<file path="src/rtl/player_pkg.sv">
// rtl/player_pkg.sv - shared player mode encodings, mode helpers and note codes
package player_pkg;

    typedef enum logic [3:0] {
        MODE_SEL1   = 4'd0,
        MODE_SEL2   = 4'd1,
        MODE_PLAY1  = 4'd2,
        MODE_PLAY2  = 4'd3,
        MODE_ENDING = 4'd4,
        MODE_P1_PS  = 4'd5,
        MODE_P1_PM  = 4'd6,
        MODE_P2_PS  = 4'd7,
        MODE_P2_PM  = 4'd8
    } mode_e;

    localparam logic [5:0] NOTE_REST = 6'd0;
    localparam logic [5:0] NOTE_C4   = 6'd1;
    localparam logic [5:0] NOTE_D4   = 6'd3;
    localparam logic [5:0] NOTE_E4   = 6'd5;
    localparam logic [5:0] NOTE_F4   = 6'd6;
    localparam logic [5:0] NOTE_G4   = 6'd8;
    localparam logic [5:0] NOTE_A4   = 6'd10;
    localparam logic [5:0] NOTE_B4   = 6'd12;
    localparam logic [5:0] NOTE_C5   = 6'd13;

    function automatic logic is_play(input logic [3:0] m);
        return (m == MODE_PLAY1) || (m == MODE_PLAY2);
    endfunction

    function automatic logic is_pause(input logic [3:0] m);
        return (m == MODE_P1_PS) || (m == MODE_P1_PM) ||
               (m == MODE_P2_PS) || (m == MODE_P2_PM);
    endfunction

    function automatic logic is_select(input logic [3:0] m);
        return (m == MODE_SEL1) || (m == MODE_SEL2);
    endfunction

    function automatic logic song_of(input logic [3:0] m);
        return (m == MODE_PLAY2) || (m == MODE_P2_PS) || (m == MODE_P2_PM);
    endfunction

endpackage

</file>
<file path="src/rtl/song_rom.sv">
// rtl/song_rom.sv - registered per-song note table; each song repeats a 16-note phrase
module song_rom
    import player_pkg::*;
#(
    parameter int IDX_W = 8
) (
    input  logic             clk,
    input  logic             rst,
    input  logic             song,
    input  logic [IDX_W-1:0] idx,
    output logic [5:0]       code
);

    logic [5:0]  code_q;
    logic [5:0]  code_d;
    int unsigned row;

    always_comb begin
        row    = int'(idx) % 16;
        code_d = NOTE_REST;
        if (!song) begin
            case (row)
                0:  code_d = NOTE_C4;
                1:  code_d = NOTE_D4;
                2:  code_d = NOTE_E4;
                3:  code_d = NOTE_F4;
                4:  code_d = NOTE_G4;
                5:  code_d = NOTE_A4;
                6:  code_d = NOTE_B4;
                7:  code_d = NOTE_C5;
                8:  code_d = NOTE_REST;
                9:  code_d = NOTE_C5;
                10: code_d = NOTE_B4;
                11: code_d = NOTE_A4;
                12: code_d = NOTE_G4;
                13: code_d = NOTE_F4;
                14: code_d = NOTE_E4;
                15: code_d = NOTE_D4;
                default: code_d = NOTE_REST;
            endcase
        end else begin
            case (row)
                0:  code_d = NOTE_E4;
                1:  code_d = NOTE_E4;
                2:  code_d = NOTE_F4;
                3:  code_d = NOTE_G4;
                4:  code_d = NOTE_G4;
                5:  code_d = NOTE_F4;
                6:  code_d = NOTE_E4;
                7:  code_d = NOTE_D4;
                8:  code_d = NOTE_C4;
                9:  code_d = NOTE_C4;
                10: code_d = NOTE_D4;
                11: code_d = NOTE_E4;
                12: code_d = NOTE_E4;
                13: code_d = NOTE_D4;
                14: code_d = NOTE_D4;
                15: code_d = NOTE_REST;
                default: code_d = NOTE_REST;
            endcase
        end
    end

    always_ff @(posedge clk or posedge rst) begin
        if (rst) code_q <= NOTE_REST;
        else     code_q <= code_d;
    end

    assign code = code_q;

endmodule

</file>
<file path="src/rtl/song_sequencer.sv">
// rtl/song_sequencer.sv - beat prescaler, note index stepping and tone staging per player mode
module song_sequencer
    import player_pkg::*;
#(
    parameter int CLK_HZ    = 100_000_000,
    parameter int BEAT_HZ   = 8,
    parameter int SONG1_LEN = 128,
    parameter int SONG2_LEN = 128,
    parameter int IDX_W     = 8
) (
    input  logic             clk,
    input  logic             rst,
    input  logic [3:0]       mode,
    output logic [IDX_W-1:0] note_idx,
    output logic [5:0]       tone,
    output logic             audio_en,
    output logic             ending_sign
);

    localparam int P  = CLK_HZ / BEAT_HZ;
    localparam int PW = (P > 1) ? $clog2(P) : 1;

    logic [PW-1:0]    presc_q, presc_d;
    logic [IDX_W-1:0] idx_q, idx_d;
    logic             cur_song_q, cur_song_d;
    logic             done_q, done_d;
    logic             ending_q, ending_d;
    logic             audio_q, audio_d;
    logic             mute_q, mute_d;

    logic             play, pause, song_m, sw, eff_song, tick;
    logic [IDX_W-1:0] eff_idx, last_idx;
    logic [5:0]       rom_code;

    always_comb begin
        play     = is_play(mode);
        pause    = is_pause(mode);
        song_m   = song_of(mode);
        sw       = play && (song_m != cur_song_q);
        // A song switch reads the new song's first note right away so no stale tone leaks out.
        eff_song = sw ? song_m : cur_song_q;
        eff_idx  = sw ? '0 : idx_q;
        last_idx = eff_song ? IDX_W'(SONG2_LEN - 1) : IDX_W'(SONG1_LEN - 1);
        tick     = (presc_q == PW'(P - 1));

        presc_d    = presc_q;
        idx_d      = idx_q;
        cur_song_d = cur_song_q;
        done_d     = done_q;
        ending_d   = ending_q;
        audio_d    = 1'b0;
        mute_d     = mute_q;

        if (play) begin
            cur_song_d = song_m;
            mute_d     = 1'b0;
            if (sw) begin
                presc_d = '0;
                idx_d   = '0;
                done_d  = 1'b0;
                audio_d = 1'b1;
            end else if (!done_q) begin
                audio_d = 1'b1;
                presc_d = tick ? '0 : presc_q + PW'(1);
                if (tick) begin
                    if (idx_q < last_idx) idx_d  = idx_q + IDX_W'(1);
                    else                  done_d = 1'b1;
                end
            end
            ending_d = done_d;
        end else if (!pause) begin
            presc_d = '0;
            idx_d   = '0;
            done_d  = 1'b0;
            mute_d  = 1'b1;
            if (is_select(mode)) ending_d = 1'b0;
        end
    end

    always_ff @(posedge clk or posedge rst) begin
        if (rst) begin
            presc_q    <= '0;
            idx_q      <= '0;
            cur_song_q <= 1'b0;
            done_q     <= 1'b0;
            ending_q   <= 1'b0;
            audio_q    <= 1'b0;
            mute_q     <= 1'b1;
        end else begin
            presc_q    <= presc_d;
            idx_q      <= idx_d;
            cur_song_q <= cur_song_d;
            done_q     <= done_d;
            ending_q   <= ending_d;
            audio_q    <= audio_d;
            mute_q     <= mute_d;
        end
    end

    song_rom #(.IDX_W(IDX_W)) u_rom (
        .clk  (clk),
        .rst  (rst),
        .song (eff_song),
        .idx  (eff_idx),
        .code (rom_code)
    );

    assign note_idx    = idx_q;
    assign tone        = mute_q ? NOTE_REST : rom_code;
    assign audio_en    = audio_q;
    assign ending_sign = ending_q;

endmodule

</file>
<file path="config.mk">
export PLATFORM = sky130hd
export DESIGN_NAME = song_sequencer
export DESIGN_NICKNAME = d
export VERILOG_FILES = /design/src/rtl/player_pkg.sv /design/src/rtl/song_rom.sv /design/src/rtl/song_sequencer.sv
export SDC_FILE = /design/constraint.sdc
export NUM_CORES = 1
export LEC_CHECK = 0
export CORE_MARGIN = 8
export CORE_UTILIZATION = 60
export DETAILED_ROUTE_END_ITERATION = 7
export PLACE_DENSITY = 0.82
export SYNTH_ARGS = -nofsm -noshare
export SYNTH_HDL_FRONTEND = slang
export SYNTH_SLANG_ARGS = --single-unit
export TNS_END_PERCENT = 20
</file>
<file path="constraint.sdc">
create_clock -name clk -period 3.2 [get_ports clk]
set_input_delay 0.48 -clock clk [delete_from_list [all_inputs] [get_ports clk]]
set_output_delay 0.48 -clock clk [all_outputs]
set_load 0.01 [all_outputs]
</file>
After elaboration in Yosys (flattened, before gate mapping)
Memory sizes are Yosys's and may differ from the RTL's.
Cells that the tools add are included.

storage, ports and cells
  register bits after elaboration = 43
  input bits = 6
  word-level logic and storage cells = 68
  bits in read-only memories = 128
  memories = 2

memories
  name              words  width  rd ports  clocked after Yosys merged registers in  wr ports  line            text
  (name not given)  16     4      1         0                                        0         song_rom.sv:22  case (row)
  (name not given)  16     4      1         0                                        0         song_rom.sv:42  case (row)

cells by class
  muxes and demuxes = 29
  reduce and logical (&&, ||, !) cells = 13
  order comparisons = 1
  equal/unequal tests = 13
  add/subtract/negate cells = 2

operator list
  kind                     number
  $mux W24                 5
  $mux W8                  6
  $add A24 B1 Y24 const B  1
  $eq A24 B24 Y1 const B   1
  $mux W1                  15
  $eq A4 B3 Y1 const B     3
  $mux W6                  2
  $add A8 B1 Y8 const B    1
  $eq A4 B2 Y1 const B     2
  $lt A8 B7 Y1 const B     1
  $logic_or A1 B1 Y1       7
  $ne A3 B1 Y1 const B     2
  $eq A4 B1 Y1 const B     1
  $eq A4 B4 Y1 const B     1
  $logic_not A4 Y1         1
  $mux W4                  1
  $reduce_and A2 Y1        2
  $reduce_and A4 Y1        1
  $ne A3 B2 Y1 const B     1
  $ne A2 B2 Y1 const B     1
  $reduce_bool A2 Y1       1
  $logic_and A1 B1 Y1      1
  $ne A1 B1 Y1             1

Depth between registers and ports, before layout
An unclocked memory read counts as a cell.

  depth after elaboration = 8
  depth in mapped cells = 12
  depth with buffers taken out = 10

Modules after synthesis
A second synthesis with hierarchy kept.

second synthesis, totals
  cell total of the unflattened synthesis = 284
  area, all modules = 2603.7 sq um

by module, submodules not included
  module          cells each  area an instance (sq um)  seq. area each (sq um)  instances
  song_sequencer  240         2175.8                    927.1                   1
  song_rom        44          427.9                     100.1                   1

Worst setup path after synthesis
OpenSTA, ideal clock, no wires.

  path type = input port to flip-flop
  start = input port mode[3]
  end = register u_rom.code_q[2], in the netlist u_rom.code[2]
  required time = 3.076 ns
  slack = 0.752 ns
  path buffers = 2
  stages = 11
  arrival time = 2.324 ns
  cell sequence = buf_2 -> nor3b_1 -> nand2_1 -> clkbuf_1 -> nand2_1 -> inv_1 -> ha_1 -> nor2b_1 -> a21oi_1 -> o22ai_1 -> o31a_1

between the ends
  word-level cells in the longest chain between the ends = 8
  elaborated cells between the ends (all ways) = 14

ends and longest elaborated chain
  item                                                 line                                text
  start: declaration                                   song_sequencer.sv:13                input logic [3:0] mode,
  $eq A4 B2 Y1 / $eq A4 B3 Y1 (equally long branches)  player_pkg.sv:27, player_pkg.sv:40
  $logic_or A1 B1 Y1 (2 in a row)                      player_pkg.sv:40                    return (m == MODE_PLAY2) || (m == MODE_P2_PS) || (m == MODE_P2_PM);
  $ne A1 B1 Y1                                         song_sequencer.sv:39                sw = play && (song_m != cur_song_q);
  $logic_and A1 B1 Y1                                  song_sequencer.sv:39
  $mux W4                                              song_sequencer.sv:42                eff_idx = sw ? '0 : idx_q;
  $mem_v2 Z16 W4 (on tied branches)                    -
  $mux W6 *                                            song_rom.sv:21                      if (!song) begin
  net u_rom.code_d[2]                                  song_rom.sv:15                      logic [5:0] code_d;
  end signal: assignment                               song_rom.sv:66                      else code_q <= code_d;
  end: declaration                                     song_rom.sv:14                      logic [5:0] code_q;

The timed path passes the listed nets; every way through them passes the cells marked *.
A chain may end at the register's enable or synchronous reset.

Worst setup path in the final report
  start = input port mode[0]
  end = register presc_q[21]

between the ends
  word-level cells in the longest chain between the ends = 7
  elaborated cells between the ends (all ways) = 19

ends and longest elaborated chain
  item                                                            line                                                  text
  $eq A4 B2 Y1 / $eq A4 B3 Y1 (equally long branches)             player_pkg.sv:27, player_pkg.sv:40, player_pkg.sv:32
  $logic_or A1 B1 Y1 (2 in a row)                                 player_pkg.sv:40
  $ne A1 B1 Y1                                                    song_sequencer.sv:39
  $logic_and A1 B1 Y1                                             song_sequencer.sv:39
  $ne A3 B2 Y1 (no line) / $mux W24 (equally long branches)       -
  $reduce_and A2 Y1 (no line) / $mux W24 (equally long branches)  -
  end signal: assignment                                          song_sequencer.sv:90                                  presc_q <= presc_d;
  end: declaration                                                song_sequencer.sv:23                                  logic [PW-1:0] presc_q, presc_d;

Parallel ways exist; a longest one is shown, timed or not.

==> flow_summary_export.csv <==
group,metric,value,unit
status,status,"finished clean",
synth,synthArstFlopShare,1.00,
critical_path,cp_cell_sequence,"clkdlybuf4s50_1 -> xor2_1 -> o311ai_2 -> nand4bb_1 -> or4_1 -> a21oi_1",
clocking,post-cts-setup-buffers,0,
layout,multi_input_area,1410,sq um
placed_design,hpwl,4100,microns
layout,seq_area,1030,sq um
synth,synth_edf_count,0,
timing,whs,0.516,ns
synth,avgSynthCellArea,8.65,sq um
die,die_h,81.4,microns
worst_hold_path,holdPathStages,2,
timing,layout_min_cycle_time,2.76,ns
job,maxCapViolCount,0,
timing,setup_tns,0,ns
critical_path,crit_fanout,14,
clocking,clk_latency,0.29,ns
power_and_ir_drop,vdd_drop_max,0.269,mV
synth,ys_ff_latch,41,
critical_path,ff2ff_path_depth,5,
timing,slew_violations,0,
critical_path,cp.required,3.42,ns
critical_path,critPathTopFamily,"simple AND/OR/NAND/NOR gates",
power_and_ir_drop,power.density,343,nW/um^2
route,wl_per_cell,15.5,microns
timing,finalCritPeriodShare,0.863,
route,drt_iter0_drc,188,
clocking,post_cts_resized,0,
critical_path,path_class,"in2reg",
timing,tightest_slew,0.881,ns
route,dr_total_vias,2242,
synth,synth_area,2570,sq um
layout,final_cell_mix,"dfrtp_1 (40), nand2_1 (25), a21oi_1 (25), o21ai_0 (24), nand3_1 (20)",
critical_path,crit_path_start_kind,"input port",
worst_hold_path,hold_path_end,"presc_q[1]$_DFFE_PP0P_",
clocking,htreeDepth,2,
critical_path,r2r_end,"presc_q[21]$_DFFE_PP0P_",
worst_hold_path,holdCritPathClass,"reg2reg",
global_routing,track_usage,0.183,
synth,netlist_instances,297,
critical_path,endpoint_kind,"register",
die,core_area,4230,sq um
critical_path,worst-path-buf-inv,1,
global_routing,grt.overflow.total,0,
timing,fmax,362,MHz
die,rows,24,
die,ios,22,
critical_path,cpPeakStageDelay,0.64,ns
critical_path,r2r_setup_slack,0.85,ns
clocking,clk_pin_slew,0.09,ns
timing,rsz0062_at_grt,"no",
global_routing,antenna_found_initial,0,
layout,fill_cells,342,
layout,antenna_cells,0,
worst_hold_path,hp-start,"presc_q[1]$_DFFE_PP0P_",
placed_design,portBuffers,19,
placed_design,gp_congestion,0.902,
route,dr.pass1.iters,4,
power_and_ir_drop,p_leak,1.18,nW
timing,setup_viol,0,
clocking,clk_path_buf_depth,2,
route,ant_nets,0,
route,drc,0,
clocking,tritoncts,"yes",
die,fp.dieW,81.4,microns
route,viasPerCell,6.14,
global_routing,grt_pass1_vias,2149,
layout,final_core_util,0.681,
synth,synth_cell_type_count,54,
die,start_util,0.607,
layout,layout-drive-gt1-share,0.0735,
timing,finalHoldViolCount,0,
synth,synthFlopType,"dfrtp_1",
timing,max_slew_margin,0.411,
timing,finClkSkew,0.0163,ns
layout,final_common_cell,"dfrtp_1",
critical_path,cp.arrival,2.98,ns
synth,yosys_warnings,0,
synth,yosysSeqAreaShare,0.400,
layout,final_nets,326,
die,dieArea,6630,sq um
global_routing,grt_start_max_net_pins,42,
route,drt_wl_total,5670,microns
clocking,cts.sinks,41,
clocking,ctsHoldBuffers,0,
critical_path,cp_slowest_cell,"clkdlybuf4s50_1",
clocking,cts_buffers,5,
critical_path,reg2reg_from,"cur_song_q$_DFFE_PP0P_",
layout,syn2layout_area_growth,12.3,%
global_routing,grt_pass1_wl,9710,microns
clocking,cts_root_buf,"clkbuf_8",
[cell usage after synthesis, drive strengths merged, types with 2 or more instances]
cell	n	area, sq um
nor3	3	15.0
or3	11	75.1
nor2	17	63.8
o31ai	8	60.1
a22o	7	62.6
and4	3	26.3
nand2	25	93.8
o21ai	24	120
o31a	2	17.5
nor4	5	31.3
nand4	4	31.3
a31oi	2	12.5
nand3b	2	15.0
xor2	2	17.5
or2	2	12.5
and2	2	12.5
and3	4	25.0
ha	8	100
a21o	5	37.5
inv	14	52.6
o22a	2	17.5
nor2b	7	43.8
xnor2	4	35.0
nand3	20	100
or4	9	67.6
clkbuf	9	33.8
o22ai	2	12.5
a21oi	25	125
buf	9	48.8
dfrtp	40	1000
mux2i	4	40.0
[how the worst max path moves through the flow]
stage / from / end / slack (ns) / cells after the start
floorplan: mode[3] / u_rom.code[2]$_DFF_PP0_ / 0.75 / 11
global placement: mode[0] / presc_q[12]$_DFFE_PP0P_ / 0.29 / 6
detailed placement: mode[0] / presc_q[21]$_DFFE_PP0P_ / 0.19 / 6
CTS: mode[0] / presc_q[21]$_DFFE_PP0P_ / 0.51 / 6
global route: mode[0] / presc_q[10]$_DFFE_PP0P_ / 0.36 / 6
finish: mode[0] / presc_q[21]$_DFFE_PP0P_ / 0.44 / 6
[stage by stage]
step                area (sq um)  worst slack, ns  std cells  power, mW
floorplan                   2570            0.752        298      0.616
global placement            2790            0.288        357      0.645
detailed placement          2790            0.194        357      0.647
CTS                         2890            0.514        365      0.992
global route                2890            0.362        365       1.03
finish                      2890            0.440        365      0.990
[flip-flops by register name (all words and copies together), names as in the netlist]
register,flops
ending_sign,1
presc_q,24
cur_song_q,1
mute_q,1
done_q,1
audio_en,1
u_rom.code,4
note_idx,8
[power breakdown]
group	total, mW	internal [mW]	switching [mW]
logic	0.106	0.0372	0.0683
clock network	0.353	0.175	0.178
registers	0.532	0.525	0.00633
total	0.990	0.738	0.252
[metal layers]
metal / vias up / part of all wire / global-route usage
met5: - / 0 / 0
met4: 0 / 0.0037 / 0.0464
li1: 1113 / - / -
met2: 40 / 0.48 / 0.301
met3: 2 / 0.036 / 0.0470
met1: 1087 / 0.48 / 0.235
[tightest hold or removal path, stage by stage (launching register included)]
cell	delay, ns
dfrtp_1	0.38
nand2_1	0.06
nand2_1	0.05
[cells by family after synthesis]
kind of cell             after synthesis  share of synthesized area
other                                  1                    0.00146
AND/OR/NAND/NOR                      119                      0.258
AO/OA/AOI/OAI                         85                      0.209
flip-flops                            41                      0.400
buffers and inverters                 32                     0.0526
adder cells (fa/ha/maj)                8                     0.0389
XOR/XNOR                               6                     0.0204
multiplexers                           5                     0.0200
[area by class of cell]
cell class | instances | area share
multi-input cells | 225 | 0.489
inverters | 14 | 0.0182
clock buffers | 7 | 0.0299
repair buffers | 25 | 0.0815
well taps | 52 | 0.0225
flip-flops and latches | 41 | 0.356
clock inverters | 1 | 0.00260
Power figures use the tool's default switching activity.
